### src/rtl/keypad_debouncer_pkg.sv
// Shared definitions for the keypad debouncer and the scanner that drives it.
package keypad_debouncer_pkg;

   typedef enum logic {
      STABLE   = 1'b0,
      SETTLING = 1'b1
   } deb_state_e;

   // 5 ms at 48 MHz.
   localparam int DEFAULT_DEBOUNCE_CYCLES = 240000;

endpackage

### src/rtl/keypad_debouncer_sync_2ff.sv
// Two-flop synchroniser for a WIDTH-bit vector of asynchronous key inputs.
module keypad_debouncer_sync_2ff #(
   parameter int WIDTH = 4
) (
   input  logic             clk,
   input  logic             reset,
   input  logic [WIDTH-1:0] sig_async,
   output logic [WIDTH-1:0] sig_sync
);

   logic [WIDTH-1:0] s1_d, s1_q;
   logic [WIDTH-1:0] s2_d, s2_q;

   always_comb begin
      s1_d = sig_async;
      s2_d = s1_q;
   end

   // NOTE: flops use non-blocking assignments so every register samples
   // the pre-edge value of its source, giving a true two-stage pipeline.
   always_ff @(posedge clk) begin
      if (!reset) begin
         s1_q <= '0;
         s2_q <= '0;
      end else begin
         s1_q <= s1_d;
         s2_q <= s2_d;
      end
   end

   assign sig_sync = s2_q;

endmodule

### src/rtl/keypad_debouncer.sv
// Debounces a qualified key vector: the output follows only after the value
// has held constant for DEBOUNCE_CYCLES consecutive clock cycles.
module keypad_debouncer
   import keypad_debouncer_pkg::*;
#(
   parameter int WIDTH           = 4,
   parameter int DEBOUNCE_CYCLES = DEFAULT_DEBOUNCE_CYCLES
) (
   input  logic             clk,
   input  logic             reset,
   input  logic [WIDTH-1:0] sig_in,
   input  logic             key_pressed,
   output logic [WIDTH-1:0] sig_out
);

   localparam int CW = $clog2(DEBOUNCE_CYCLES + 1);
   localparam logic [CW-1:0] CNT_MAX = CW'(DEBOUNCE_CYCLES);
   localparam logic [CW-1:0] CNT_ONE = CW'(1);

   logic [WIDTH-1:0] s2;
   logic [WIDTH-1:0] cand;
   logic [CW-1:0]    cnt_inc;

   deb_state_e       state_d, state_q;
   logic [WIDTH-1:0] held_d, held_q;
   logic [CW-1:0]    cnt_d, cnt_q;
   logic [WIDTH-1:0] sig_out_d, sig_out_q;

   keypad_debouncer_sync_2ff #(.WIDTH(WIDTH)) u_sync (
      .clk       (clk),
      .reset     (reset),
      .sig_async (sig_in),
      .sig_sync  (s2)
   );

   // key_pressed is already synchronous to clk, so it gates s2 directly.
   assign cand    = key_pressed ? s2 : '0;
   assign cnt_inc = cnt_q + CNT_ONE;

   always_comb begin
      // NOTE: every output of this block gets a default first; without it any
      // path that skips an assignment would infer a latch.
      state_d   = state_q;
      held_d    = held_q;
      cnt_d     = cnt_q;
      sig_out_d = sig_out_q;

      case (state_q)
         STABLE: begin
            if (cand == sig_out_q) begin
               cnt_d = '0;
            end else if (DEBOUNCE_CYCLES == 1) begin
               // A single-cycle window accepts the first sighting outright.
               held_d    = cand;
               sig_out_d = cand;
               cnt_d     = '0;
            end else begin
               held_d  = cand;
               cnt_d   = CNT_ONE;
               state_d = SETTLING;
            end
         end

         SETTLING: begin
            if (cand == held_q) begin
               if (cnt_inc == CNT_MAX) begin
                  sig_out_d = held_q;
                  cnt_d     = '0;
                  state_d   = STABLE;
               end else begin
                  cnt_d = cnt_inc;
               end
            end else if (cand == sig_out_q) begin
               // Bounced back to the accepted value: abandon the candidate.
               cnt_d   = '0;
               state_d = STABLE;
            end else begin
               held_d = cand;
               cnt_d  = CNT_ONE;
            end
         end

         default: state_d = STABLE;
      endcase
   end

   always_ff @(posedge clk) begin
      if (!reset) begin
         state_q   <= STABLE;
         held_q    <= '0;
         cnt_q     <= '0;
         sig_out_q <= '0;
      end else begin
         state_q   <= state_d;
         held_q    <= held_d;
         cnt_q     <= cnt_d;
         sig_out_q <= sig_out_d;
      end
   end

   assign sig_out = sig_out_q;

endmodule

### config.mk
export PLATFORM = sky130hd
export DESIGN_NAME = keypad_debouncer
export DESIGN_NICKNAME = d
export VERILOG_FILES = /design/src/rtl/keypad_debouncer_pkg.sv /design/src/rtl/keypad_debouncer_sync_2ff.sv /design/src/rtl/keypad_debouncer.sv
export SDC_FILE = /design/constraint.sdc
export NUM_CORES = 1
export LEC_CHECK = 0
export ABC_AREA = 1
export CAP_MARGIN = 25
export CELL_PAD_IN_SITES_DETAIL_PLACEMENT = 0
export CELL_PAD_IN_SITES_GLOBAL_PLACEMENT = 1
export CORE_UTILIZATION = 40
export CTS_CLUSTER_SIZE = 12
export DETAILED_ROUTE_END_ITERATION = 7
export GPL_TIMING_DRIVEN = 0
export PLACE_DENSITY_LB_ADDON = 0.1
export RECOVER_POWER = 50
export SKIP_LAST_GASP = 1
export SYNTH_ARGS = -nofsm -noshare
export SYNTH_HDL_FRONTEND = slang
export SYNTH_HIERARCHICAL = 1
export SYNTH_SLANG_ARGS = --single-unit
### constraint.sdc
create_clock -name clk -period 2.5 [get_ports clk]
set_input_delay 0.5 -clock clk [delete_from_list [all_inputs] [get_ports clk]]
set_output_delay 0.5 -clock clk [all_outputs]
set_load 0.005 [all_outputs]
==> summary.txt <==
Layout
  – Fin nets: 288
  – N_diodes: 0
  – FILL cells: 425
  – Area Growth Syn to Fin: 15.9%
  – Share of layout cells above drive strength 1: 0.0925

Hold path
  – Worst Hold End: u_sync/sig_sync[0]
  – Type of the worst min-delay path: reg -> reg
  – Worst hold start: u_sync/s1_q[0]
  – Hold-critical path depth: 2

Detailed routing
  – Sum of routed wire segments on met1: between 1500 and 2000 um
  – Met2 WL: between 1000 and 1500 um
  – DRT Pass-1 Iters: 4
  – Antenna Nets Post-Route: 0
  – Met3 WL: 171 um
  – DRC errors left: 0
  – Highest Signal Layer: met4
  – Vias/cell: 4.68
  – Routed WL: 3580 um
  – Drt wl/cell: about 11 um
  – DR iter-0 viols: 90
  – Via count: 1548

Critical path
  – Critical path required time: 2.74 ns
  – Max incr delay on CP: 0.68 ns
  – CP top delay family: buffers and inverters
  – R2r endpoint: cnt_q[4]
  – Reg2reg setup slack: 0.23 ns
  – Buf+Inv Stages, Crit Path: 3
  – Reg2reg start: cnt_q[0]
  – Critical Path Most Common Cell: nand2_1
  – Worst endpoint data arrival time: 2.55 ns
  – Reg2reg path depth: 13
  – CP Capture Type: flip-flop
  – Critical Path Start Type: input pin
  – CP Launch Point: key_pressed
  – Critical path peak fanout: 10
  – Cells along the critical path: dlygate4sd3_1 -> nand2_1 -> nand2_1 -> nand3_1 -> nor4_2 -> buf_4 -> nand3_4 -> buf_6 -> nor2_1
  – CP max stage cell: dlygate4sd3_1
  – Crit Path Category: in -> reg

GRT
  – Largest net degree at the start of global routing: 14
  – First-pass GRT wire length: around 6000 um
  – Grt ovf: 0
  – Vias in the first global route: 1265
  – Initial antenna violation count: 0
  – Total track usage: 0.180

Run
  – Maxcap violations: 0

Power
  – Pwr/cell area: 573 nW/um^2
  – Flop pwr share: 0.493
  – Overall power: 0.00118 W
  – Clock power frac: 0.448
  – Combinational share of power: 0.059
  – Total internal power: about 0.0009 W
  – Switching power total: 0.000273 W
  – Sw Ratio: 0.232
  – Max VDD drop: roughly 390 uV
  – Pleak: approximately 0.84 nW

Logic synthesis
  – #FFs+latches synth: 35
  – Syn Nets: between 200 and 300
  – Avg Inst Size Synth: 6.78 um^2
  – Seq/Total Area, Yosys: 0.396
  – Synth Cell Area: 1770 um^2
  – Post-synth cell types: 22
  – Cells after Synth: 261
  – Synth warn: 6

Clock tree
  – H-tree levels: 2
  – Cts hold-fix bufs: 0
  – # clock sinks: 35
  – Root buf cell: clkbuf_8
  – Clock Latency Late Sink: 0.29 ns
  – CTS Buffer Depth: 2
  – Worst-path clk slew: roughly 0.08 ns
  – Inserted Clock Buffers: 5
  – CTS tree: built

Timing
  – RSZ-0062 raised after global routing: false
  – Clock Skew: 0.00511 ns
  – Worst-margin pin slew: 0.440 ns
  – Max-slew violation count: 0
  – Final Hold Fails: 0
  – Crit path time final: 2.31 ns
  – Final-report setup violation count: 0
  – Setup TNS: 0 ns
  – Fmax: 432 MHz
  – Fin crit share: 0.926
  – Relative slew slack: 0.705

Floorplan
  – # IOs: 11
  – Initial Util: 0.430
  – Placement Rows: 23
  – Core box area: between 4000 and 5000 um^2
  – DIE AREA: 4700 um^2
  – Die Y-Extent: 68.5 um
  – Die Width: 68.5 um

Place
  – Placer congestion estimate: roughly 0.77
  – Buffers on Ports: 9
  – Post-detail-place hpwl: 2740 um

Status
  – Status: completed
==> per-stage QoR <==
stage          std cells  hold WS (ns)   util  cell area (um^2)  setup slack, ns
3_5_place_dp         320         0.396  0.467              1920           -0.129
6_report             331         0.415  0.499              2050            0.186
3_3_place_gp         320         0.394  0.467              1920           -0.147
5_1_grt              331         0.448  0.499              2050           0.0333
4_1_cts              328         0.415  0.496              2040            0.191
2_1_floorplan        261         0.390      -              1770            0.639
==> cell type report <==
cell class                 count  area [um^2]  share of cell area
multi-input combinational    183          890               0.434
buffer                         3         20.0             0.00976
timing repair buffer          12          113              0.0549
tap                           50         62.6              0.0305
inverter                      40          150              0.0732
clock inverter                 3         47.5              0.0232
clock buffer                   5         68.8              0.0335
sequential                    35          701               0.341
==> flip-flops by register name (all words and copies together), names as in the netlist <==
name             flops
cnt_q               18
held_q               4
sig_out              4
state_q              1
u_sync/s1_q          4
u_sync/sig_sync      4
==> synthesized netlist by cell type, drive strengths merged <==
cell type  number  share of area
inv            40          0.085
dfxtp          35           0.40
buf             3          0.012
nand4          13          0.046
a21oi          12          0.034
nor4            1          0.012
nand3          14          0.052
o21ai           5          0.014
nand2          80           0.17
xor2            7          0.035
nand3b          3          0.013
nor2           44           0.11
o21bai          2         0.0085
xnor2           1         0.0049
ha              1         0.0071
==> cells in the final DEF, fill, tap and decap left out, types with 2 or more instances in the layout <==
cell            n
dfxtp_1        35
dlygate4sd3_1   9
nand2_2         2
a21oi_1        12
o21ai_0         4
nor2_4          2
nand2_1        78
nand3_2         2
nand4_1        13
xor2_1          7
nand3b_1        3
nor2_1         37
buf_4           3
clkbuf_8        5
nand3_1        11
o21bai_1        2
inv_1          40
nor2_2          5
==> logic make-up (layout without fill, tap and decap cells) <==
family,after synthesis,after routing,synth area share
simple gates,155,155,0.404
flops,35,35,0.396
buf+inv,43,63,0.0968
compound gates,19,19,0.0565
fa+ha+maj,1,1,0.00707
xor+xnor,8,8,0.0396
==> metal layers <==
layer / global-route usage / vias up
met5: 0 / -
met4: 0.0625 / 0
met3: 0.0592 / 6
met2: 0.230 / 29
met1: 0.271 / 660
li1: - / 853
==> power by group through the flow <==
stage	clock, W	combinational [W]	sequential [W]
finish	0.000527	0.0000698	0.000580
global placement	0	0.0000701	0.000593
floorplan	0	0.0000510	0.000591
global route	0.000577	0.0000802	0.000582
detailed placement	0	0.0000704	0.000593
CTS	0.000543	0.0000705	0.000580
==> worst min-delay path, delay by kind of cell, from the launching register on <==
family / cells / cell delay (ns)
buffers and inverters: 1 / 0.04
DFF: 1 / 0.31
and+or+nand+nor: 1 / 0.04
==> timing repair <==
item	4_1_cts	5_1_grt
resized for setup	0	0
buffers inserted	0	3
endpoints found under the setup margin	0	4
==> worst max path at each step <==
stage | end | slack, ns | cells past startpoint
2_1_floorplan | cnt_q[4] | 0.64 | 13
3_3_place_gp | held_q[0] | -0.15 | 7
3_5_place_dp | held_q[2] | -0.13 | 7
4_1_cts | held_q[3] | 0.19 | 7
5_1_grt | cnt_q[4] | 0.03 | 13
6_report | cnt_q[4] | 0.19 | 9
(Power assumes the default switching activity.)
